## src/rtl/tristate_bus_ctrl.sv

```systemverilog
// Round-robin owner arbitration for a shared tristate bus, with an all-off turnaround gap between owners.
// Optional hold timeout is compiled in with `define TRISTATE_BUS_CTRL_TIMEOUT_EN.
module tristate_bus_ctrl #(
  parameter  int unsigned N_DRV    = 4,
  parameter  int unsigned TURN_CYC = 1,
  parameter  int unsigned HOLD_MAX = 8,
  localparam int unsigned OW       = $clog2(N_DRV)
) (
  input  logic             clk,
  input  logic             rst_n,
  input  logic [N_DRV-1:0] req,
  output logic [N_DRV-1:0] en,
  output logic [OW-1:0]    owner,
  output logic             busy,
  output logic             bus_float
);

  localparam int unsigned TW = (TURN_CYC > 1) ? $clog2(TURN_CYC) : 1;

  if (N_DRV < 2 || N_DRV > 16) begin : g_bad_n_drv
    $error("N_DRV must be in 2..16");
  end
  if (TURN_CYC < 1 || TURN_CYC > 15) begin : g_bad_turn_cyc
    $error("TURN_CYC must be in 1..15");
  end
  if (HOLD_MAX < 1) begin : g_bad_hold_max
    $error("HOLD_MAX must be >= 1");
  end

  typedef enum logic [1:0] {
    IDLE  = 2'd0,
    DRIVE = 2'd1,
    TURN  = 2'd2
  } state_e;

  state_e           state_q, state_d;
  logic [N_DRV-1:0] en_q, en_d;
  logic [OW-1:0]    owner_q, owner_d;
  logic             busy_q, busy_d;
  logic             float_q, float_d;
  logic [OW-1:0]    ptr_q, ptr_d;
  logic [TW-1:0]    tcnt_q, tcnt_d;

  logic             win_vld;
  logic [OW-1:0]    win_idx;
  logic [OW-1:0]    win_nxt;
  logic             hold_done;

  // First requester at or above ptr, wrapping past the top driver.
  always_comb begin
    int unsigned k;
    logic [OW-1:0] kk;
    win_vld = 1'b0;
    win_idx = '0;
    k       = 0;
    kk      = '0;
    for (int unsigned i = 0; i < N_DRV; i++) begin
      k = 32'(ptr_q) + i;
      if (k >= N_DRV) begin
        k = k - N_DRV;
      end
      kk = OW'(k);
      if (!win_vld && req[kk]) begin
        win_vld = 1'b1;
        win_idx = kk;
      end
    end
  end

  assign win_nxt = (win_idx == OW'(N_DRV - 1)) ? '0 : win_idx + OW'(1);

`ifdef TRISTATE_BUS_CTRL_TIMEOUT_EN
  localparam int unsigned HW = $clog2(HOLD_MAX + 1);

  logic [HW-1:0] hcnt_q, hcnt_d;

  assign hold_done = (hcnt_q == HW'(HOLD_MAX - 1));

  // Consecutive drive cycles of the current owner, saturating.
  always_comb begin
    hcnt_d = hcnt_q;
    if (state_d == DRIVE && state_q != DRIVE) begin
      hcnt_d = '0;
    end else if (state_q == DRIVE && hcnt_q != HW'(HOLD_MAX)) begin
      hcnt_d = hcnt_q + HW'(1);
    end
  end

  always_ff @(posedge clk or negedge rst_n) begin
    if (!rst_n) begin
      hcnt_q <= '0;
    end else begin
      hcnt_q <= hcnt_d;
    end
  end
`else
  assign hold_done = 1'b0;
`endif

  // Next-state and registered output values.
  always_comb begin
    state_d = state_q;
    en_d    = en_q;
    owner_d = owner_q;
    busy_d  = busy_q;
    float_d = float_q;
    ptr_d   = ptr_q;
    tcnt_d  = tcnt_q;

    case (state_q)
      IDLE: begin
        if (win_vld) begin
          state_d = DRIVE;
          en_d    = N_DRV'(1) << win_idx;
          owner_d = win_idx;
          busy_d  = 1'b1;
          float_d = 1'b0;
          ptr_d   = win_nxt;
        end
      end

      DRIVE: begin
        if (!req[owner_q] || hold_done) begin
          state_d = TURN;
          en_d    = '0;
          busy_d  = 1'b0;
          float_d = 1'b1;
          tcnt_d  = '0;
        end
      end

      TURN: begin
        if (tcnt_q == TW'(TURN_CYC - 1)) begin
          if (win_vld) begin
            state_d = DRIVE;
            en_d    = N_DRV'(1) << win_idx;
            owner_d = win_idx;
            busy_d  = 1'b1;
            float_d = 1'b0;
            ptr_d   = win_nxt;
          end else begin
            state_d = IDLE;
          end
        end else begin
          tcnt_d = tcnt_q + TW'(1);
        end
      end

      default: begin
        state_d = IDLE;
        en_d    = '0;
        busy_d  = 1'b0;
        float_d = 1'b1;
      end
    endcase
  end

  // Reset drops every enable immediately, without waiting for a clock edge.
  always_ff @(posedge clk or negedge rst_n) begin
    if (!rst_n) begin
      state_q <= IDLE;
      en_q    <= '0;
      owner_q <= '0;
      busy_q  <= 1'b0;
      float_q <= 1'b1;
      ptr_q   <= '0;
      tcnt_q  <= '0;
    end else begin
      state_q <= state_d;
      en_q    <= en_d;
      owner_q <= owner_d;
      busy_q  <= busy_d;
      float_q <= float_d;
      ptr_q   <= ptr_d;
      tcnt_q  <= tcnt_d;
    end
  end

  assign en        = en_q;
  assign owner     = owner_q;
  assign busy      = busy_q;
  assign bus_float = float_q;

endmodule

```

## config.mk

```make
export PLATFORM = sky130hd
export DESIGN_NAME = tristate_bus_ctrl
export DESIGN_NICKNAME = d
export VERILOG_FILES = /design/src/rtl/tristate_bus_ctrl.sv
export SDC_FILE = /design/constraint.sdc
export NUM_CORES = 1
export LEC_CHECK = 0
export CORE_AREA = 2 2 39 41
export CTS_CLUSTER_DIAMETER = 150
export DETAILED_ROUTE_END_ITERATION = 16
export DIE_AREA = 0 0 41 43
export PLACE_DENSITY_LB_ADDON = 0.3
export SYNTH_ARGS = -nofsm -noshare
export SYNTH_HDL_FRONTEND = slang
export SYNTH_SLANG_ARGS = --single-unit
```

## constraint.sdc

```tcl
create_clock -name clk -period 3.3 [get_ports clk]
set_input_delay 0.33 -clock clk [delete_from_list [all_inputs] [get_ports clk]]
set_output_delay 0.33 -clock clk [all_outputs]
set_load 0.01 [all_outputs]
```

==> impl_metrics.py <==
metrics = {
    "cts": {
        "post_cts_resize_count": 0,
        "clk-insertion-delay-late_ns": 0.27,
        "cts_tree": "done",
        "cts.sinks": 12,
        "cts_max_level": 1,
        "clockBufferDepth": 2,
        "cts_root_buffer": "clkbuf_4",
        "cts_hold_buf": 0,
        "clk_transition_reported_paths_ns": 0.08,
        "numCtsBuffers": 3,
        "cts_setup_buffers": 0,
    },
    "final_layout": {
        "diodes": 0,
        "area_delta_synth_final_pct": 25.5,
        "fin_nets": 91,
        "layout.cells.most_common": "clkdlybuf4s50_1",
        "drive_gt1_share_pct": 11.3,
        "mostFrequentLayoutCells": "clkdlybuf4s50_1 (13), nand2_1 (11), dfrtp_1 (11), o21ai_0 (6)",
        "fin_area_um2": 845,
        "nFillCells": 124,
    },
    "logic_synthesis": {
        "ys_seq_area_share_pct": 44.8,
        "synth_edf_count": 0,
        "synth-seq-cells": 12,
        "syn_area_um2": 673,
        "yosys-top-cells-area": "dfrtp_1 (41%), ha_1 (7.4%), nand2_1 (6.1%), mux2i_1 (5.9%), o21ai_0 (4.5%)",
        "post-synth-top-area-fraction_pct": 40.9,
        "syn-num-nets": 75,
        "synth-warning-count": 0,
        "synth_area_leader_cell": "dfrtp_1",
        "synth-async-reset-ratio_pct": 100,
        "synth-main-ff-cell": "dfrtp_1",
        "synthCells": 65,
        "avgSynthCellArea_um2": 10.4,
        "synth_cell_types": 24,
    },
    "run_status": {
        "status": "complete, no violations",
    },
    "pwr": {
        "leakage_nw": 0.364,
        "power_density_mw_per_mm2": 892,
        "ir_worst_vdd_mv": 0.411,
    },
    "placed_design": {
        "place_congestion": 0.777,
        "numPortBuffers": 13,
        "postPlaceCellArea_um2": 808,
        "pre_cts_ws_ns": 1.09,
        "dp_hpwl_um": 916,
    },
    "detailed_routing": {
        "wl_per_cell_um": 12.9,
        "ant_nets": 0,
        "vias": 503,
        "via_per_inst": 5.24,
        "remaining_drc_errors": 0,
        "drt_iter0_markers": 8,
        "detail_route.first_pass.iterations": 4,
        "routed_wl_mm": 1.23,
    },
    "floorplan": {
        "start_util_pct": 48.6,
        "fp-row-count": 14,
        "ios": 14,
        "die_x_um": 41,
        "die_h_um": 43,
        "dieArea_mm2": 0.00176,
        "coreArea_mm2": 0.00138,
    },
    "global_route": {
        "overflow": 0,
        "grt_max_degree": 14,
        "grt_pass1_vias": 483,
        "antenna_found_initial": 0,
        "grt_first_pass_wirelength_mm": 1.98,
        "gr-usage-all-layers_pct": 17.2,
    },
    "worst_setup_path": {
        "cp.buffers_inverters": 2,
        "crit_chain": "clkdlybuf4s50_1, nand2b_1, nand2_1, a221o_2, inv_1, ha_1, nor2_1, a22o_1",
        "worstPathArrival_ns": 2.07,
        "crit_required_ns": 3.47,
        "r2r-start": "ptr_q[1]$_DFFE_PN0P_",
        "critical_path_class": "in -> reg",
        "r2r_cells": 7,
        "crit_path_max_fanout": 5,
        "r2r_end": "en[2]$_DFFE_PN0P_",
        "worst_path_max_delay_cell": "clkdlybuf4s50_1",
        "crit_family": "buffers and inverters",
        "start_kind": "input pin",
        "rrSetupSlack_ns": 1.54,
        "endpoint_kind": "flop",
        "crit_path_max_incr_delay_ns": 0.58,
    },
    "sta": {
        "finalHoldViolCount": 0,
        "finalCritPeriodShare_pct": 57.8,
        "setup_viol": 0,
        "tightest_slew_ns": 0.595,
        "skew_ns": 0.00218,
        "fmax_mhz": 524,
        "slew_viol_final": 0,
        "finalCriticalPeriod_ns": 1.91,
        "finalSetupTns_ns": 0,
        "rsz0062_at_grt": "no",
        "slew-limit-headroom_pct": 60.0,
        "fin_ws_ns": 1.39,
    },
    "run": {
        "drv_cap": 0,
    },
    "hold_path": {
        "hp-class": "in -> async",
    },
}
-- area by class of cell --
| class | instances | area (um2) | area share (%) |
|---|---|---|---|
| clock buffer | 4 | 36.3 | 4.30 |
| inverter | 2 | 7.51 | 0.889 |
| multi-input combinational | 49 | 349 | 41.3 |
| sequential | 12 | 302 | 35.7 |
| tap | 16 | 20.0 | 2.37 |
| timing repair buffer | 13 | 130 | 15.4 |
-- how the worst max path moves through the flow --
stage                               from              endpoint  depth (start not counted)  slack, ns
global placement                  req[0]     en[3]$_DFFE_PN0P_                          6       1.13
CTS                               req[0]     en[3]$_DFFE_PN0P_                          6       1.39
finish                            req[3]  ptr_q[0]$_DFFE_PN0P_                          8       1.39
detailed placement                req[0]     en[3]$_DFFE_PN0P_                          6       1.09
floorplan           ptr_q[1]$_DFFE_PN0P_  ptr_q[0]$_DFFE_PN0P_                          7       1.69
global route                      req[0]     en[3]$_DFFE_PN0P_                          6       1.21
-- synth_stat cells, drive strengths merged, types with 2 or more instances --
master and n:
nor2 4, nand2 11, o21ai 6, ha 4
inv 2, dfrtp 11, a21o 2, mux2i 4
or2 2, o22ai 4, nand2b 3
-- report_power, final --
part / internal, W / total [W] / switching [W]
Combinational: 0.000187 / 0.000348 / 0.000160
Sequential: 0.000219 / 0.000289 / 0.0000698
Clock: 0.0000671 / 0.000117 / 0.0000495
Total: 0.000474 / 0.000753 / 0.000280
-- registers in the layout, summed over array words and instances, names as in the netlist --
register / count
bus_float: 1
state_q: 2
owner: 2
en: 4
ptr_q: 2
busy: 1
-- stage by stage --
stage          cells  total power [W]  util [%]  hold slack, ns
3_3_place_gp      92         0.000635      58.4           0.412
4_1_cts           96         0.000761      61.0           0.416
5_1_grt           96         0.000817      61.0           0.446
2_1_floorplan     65         0.000509         -          0.0344
3_5_place_dp      92         0.000644      58.4           0.431
6_report          96         0.000753      61.0           0.399
-- kinds of logic after synthesis --
family                     Yosys count  share of synthesized area, %
buffers and inverters                4                          3.35
muxes                                5                          9.85
and+or+nand+nor                     23                          17.8
AOI/OAI and AO/OA                   17                          16.7
DFF                                 12                          44.8
adders and majority gates            4                          7.44
-- metal layers --
metal	part of all wire [%]	global-route usage, %	vias up	wire [um]
met3	4.4	7.85	2	54
met2	48	25.3	7	598
met1	46	21.3	233	567
li1	-	-	261	-
met4	1.1	6.00	0	13
met5	0	0	-	0
Note: power is estimated with default switching activity, not from simulation.
==> RTL change 1 (config.mk and constraints unchanged) <==
The parameter `N_DRV` goes from 4 to 8.
--- a/src/rtl/tristate_bus_ctrl.sv
+++ b/src/rtl/tristate_bus_ctrl.sv
@@ -2,5 +2,5 @@
 // Optional hold timeout is compiled in with `define TRISTATE_BUS_CTRL_TIMEOUT_EN.
 module tristate_bus_ctrl #(
-  parameter  int unsigned N_DRV    = 4,
+  parameter  int unsigned N_DRV    = 8,
   parameter  int unsigned TURN_CYC = 1,
   parameter  int unsigned HOLD_MAX = 8,
Ports: changed (resized en, owner and req); port bits go from 14 to 23. No check against the original RTL was run, so the function may have changed too.
==> RTL change 1 against the original RTL <==
  * The flow now stops in global placement without I/O
  * Synthesized cell count rose to 3.0 times the old value
  * Area after synthesis rose to 2.8 times the old value
==> RTL change 1: results (changes against the original RTL) <==
error_line: "[ERROR FLW-0024] Place density exceeds 1.0 (current PLACE_DENSITY_LB_ADDON =  0.3). Please check if the value of  PLACE_DENSITY_LB_ADDON is between 0 and 0.99."
lastStage: "global placement without I/O"
ys_seq_elements: 18  # was 12
syn_inst: 192  # was 65
synth-seq-area-share: 0.239  # was 0.448
synth_nets: 210  # was 75
die_x_um: 41  # unchanged
outcome: "stopped before the end"  # was complete, no violations
yosys_warnings: 0  # unchanged
synth_cell_types: 58  # was 24
synthFlopType: "dfrtp_1"  # unchanged
synth_common_cells: "26 x nand2_1, 17 x dfrtp_1, 12 x mux2i_1, 12 x mux4_2, 10 x a21oi_1"  # was 11 x dfrtp_1, 11 x nand2_1, 6 x o21ai_0
synthTopCellsByArea: "dfrtp_1 22%, mux4_2 14%, mux2i_1 6.3%"  # was dfrtp_1 41%, ha_1 7.4%, nand2_1 6.1%
synthArstFlopShare: 1.00  # unchanged
[RTL change 1: cell count changes after synthesis, sizes merged, moves of 7 or more]
| cell | unedited run | this run |
|---|---|---|
| a21oi | 1 | 10 |
| mux4 | 1 | 13 |
| mux2i | 4 | 12 |
| nand2 | 11 | 26 |
| nand3 | 0 | 9 |
| mux2 | 0 | 7 |
| inv | 2 | 10 |
[RTL change 1: kinds of logic after synthesis]
kind of cell / count (synthesis) / synth area share
multiplexers: 32 / 0.264
flip-flops: 18 / 0.239
buffers and inverters: 18 / 0.0450
adder cells (fa/ha/maj): 8 / 0.0529
AND/OR/NAND/NOR: 59 / 0.149
AO/OA/AOI/OAI: 54 / 0.233
XOR/XNOR: 3 / 0.0179
==> RTL change 2 (config.mk and constraints unchanged) <==
Without the edit above. The 3 states of `state_e` get a one-hot encoding in 3 bits.
--- a/src/rtl/tristate_bus_ctrl.sv
+++ b/src/rtl/tristate_bus_ctrl.sv
@@ -28,8 +28,8 @@
   end
 
-  typedef enum logic [1:0] {
-    IDLE  = 2'd0,
-    DRIVE = 2'd1,
-    TURN  = 2'd2
+  typedef enum logic [2:0] {
+    IDLE  = 3'b001,
+    DRIVE = 3'b010,
+    TURN  = 3'b100
   } state_e;
 
Function: same outputs for any inputs over 10 cycles, from zero or initial values and one cycle with rst_n low; not proved beyond that.
==> RTL change 2 against the original RTL <==
  * Sequential cell count up 1
  * Power up 10%
  * Non-clock buffer count unchanged
  * Wire length up 14%
  * Setup slack better by 0.051 ns
  * Core utilization up 5.4 points
  * Final cell count down 2.1%
  * Cell area up 8.9%
  * Area after synthesis up 12%
==> RTL change 2: results (changes against the original RTL) <==
outcome: "complete, no violations"  # unchanged
clock_skew_ns: 0.00340  # was 0.00218 ns
place_inst: 90  # was 92
relSlewSlack: 0.609  # was 0.600
seq_cells: 13  # was 12
multi_input_area_um2: 400  # was 349 µm²
clock_power_mw: 0.0978  # was 0.117 mW
worst_ir_drop_vdd_v: 0.000462  # was 0.000411 V
p_int_mw: 0.508  # was 0.474 mW
place_hpwl_um: 1020  # was 916 µm
timing.reg2reg.setup_slack_ns: 1.63  # was 1.54 ns
grt_pass1_wl_um: 2380  # was 1980 µm
seq_area_frac: 0.356  # was 0.357
use_met1: 0.299  # was 0.213
leakagePower_nw: 0.404  # was 0.364 nW
clock_area_frac: 0.0286  # was 0.0430
place_ws_ns: 1.17  # was 1.09 ns
grtUsageTotal: 0.200  # was 0.172
syn_inst: 63  # was 65
fin_cells: 94  # was 96
drt_iter0_drc: 11  # was 8
r2r-end: "en[1]"  # was en[2]
inv_count: 4  # was 2
seq_area_um2: 328  # was 302 µm²
synth_common_cells: "11 x dfrtp_1, 5 x o31ai_1, 4 x a22o_1, 4 x ha_1, 4 x nor2_1"  # was 11 x dfrtp_1, 11 x nand2_1, 6 x o21ai_0
gp_congestion: 0.770  # was 0.777
wl_um: 1400  # was 1230 µm
layout.nets: 89  # was 91
dr_wl_met3_um: 53  # was 54 µm
met2WireLength_um: 651  # was 598 µm
critPathArrivalTime_ns: 2.02  # was 2.07 ns
synth_nets: 73  # was 75
wl_met1_um: 671  # was 567 µm
cpPeakStageDelay_ns: 0.60  # was 0.58 ns
synth_cell_types: 34  # was 24
multi_input_gates: 44  # was 49
buf_share: 0.141  # was 0.154
layout-drive-gt1-share: 0.192  # was 0.113
grt_pass1_vias: 535  # was 483
==> RTL change 2: kinds of logic after synthesis <==
logic type                 after synthesis  synth area share
AOI/OAI and AO/OA                       20             0.228
and+or+nand+nor                         15             0.151
DFF                                     13             0.436
buffers and inverters                    6            0.0316
adders and majority gates                4            0.0666
muxes                                    3            0.0632
xor gates and xnor gates                 2            0.0233
==> RTL change 2: critical path, delay by kind of cell <==
kind | cells | cell delay, ns
compound gates | 2 | 0.41
buf+inv | 1 | 0.60
fa+ha+maj | 1 | 0.19
simple gates | 2 | 0.51
==> RTL change 2: worst max path at each step <==
stage | slack [ns] | startpoint | to | cells past startpoint
floorplan | 1.69 | ptr_q[1] | en[1] | 6
global placement | 1.20 | req[2] | en[1] | 6
detailed placement | 1.17 | req[3] | en[0] | 6
CTS | 1.45 | req[3] | en[1] | 6
global route | 1.39 | req[2] | en[1] | 6
finish | 1.44 | req[3] | en[1] | 6
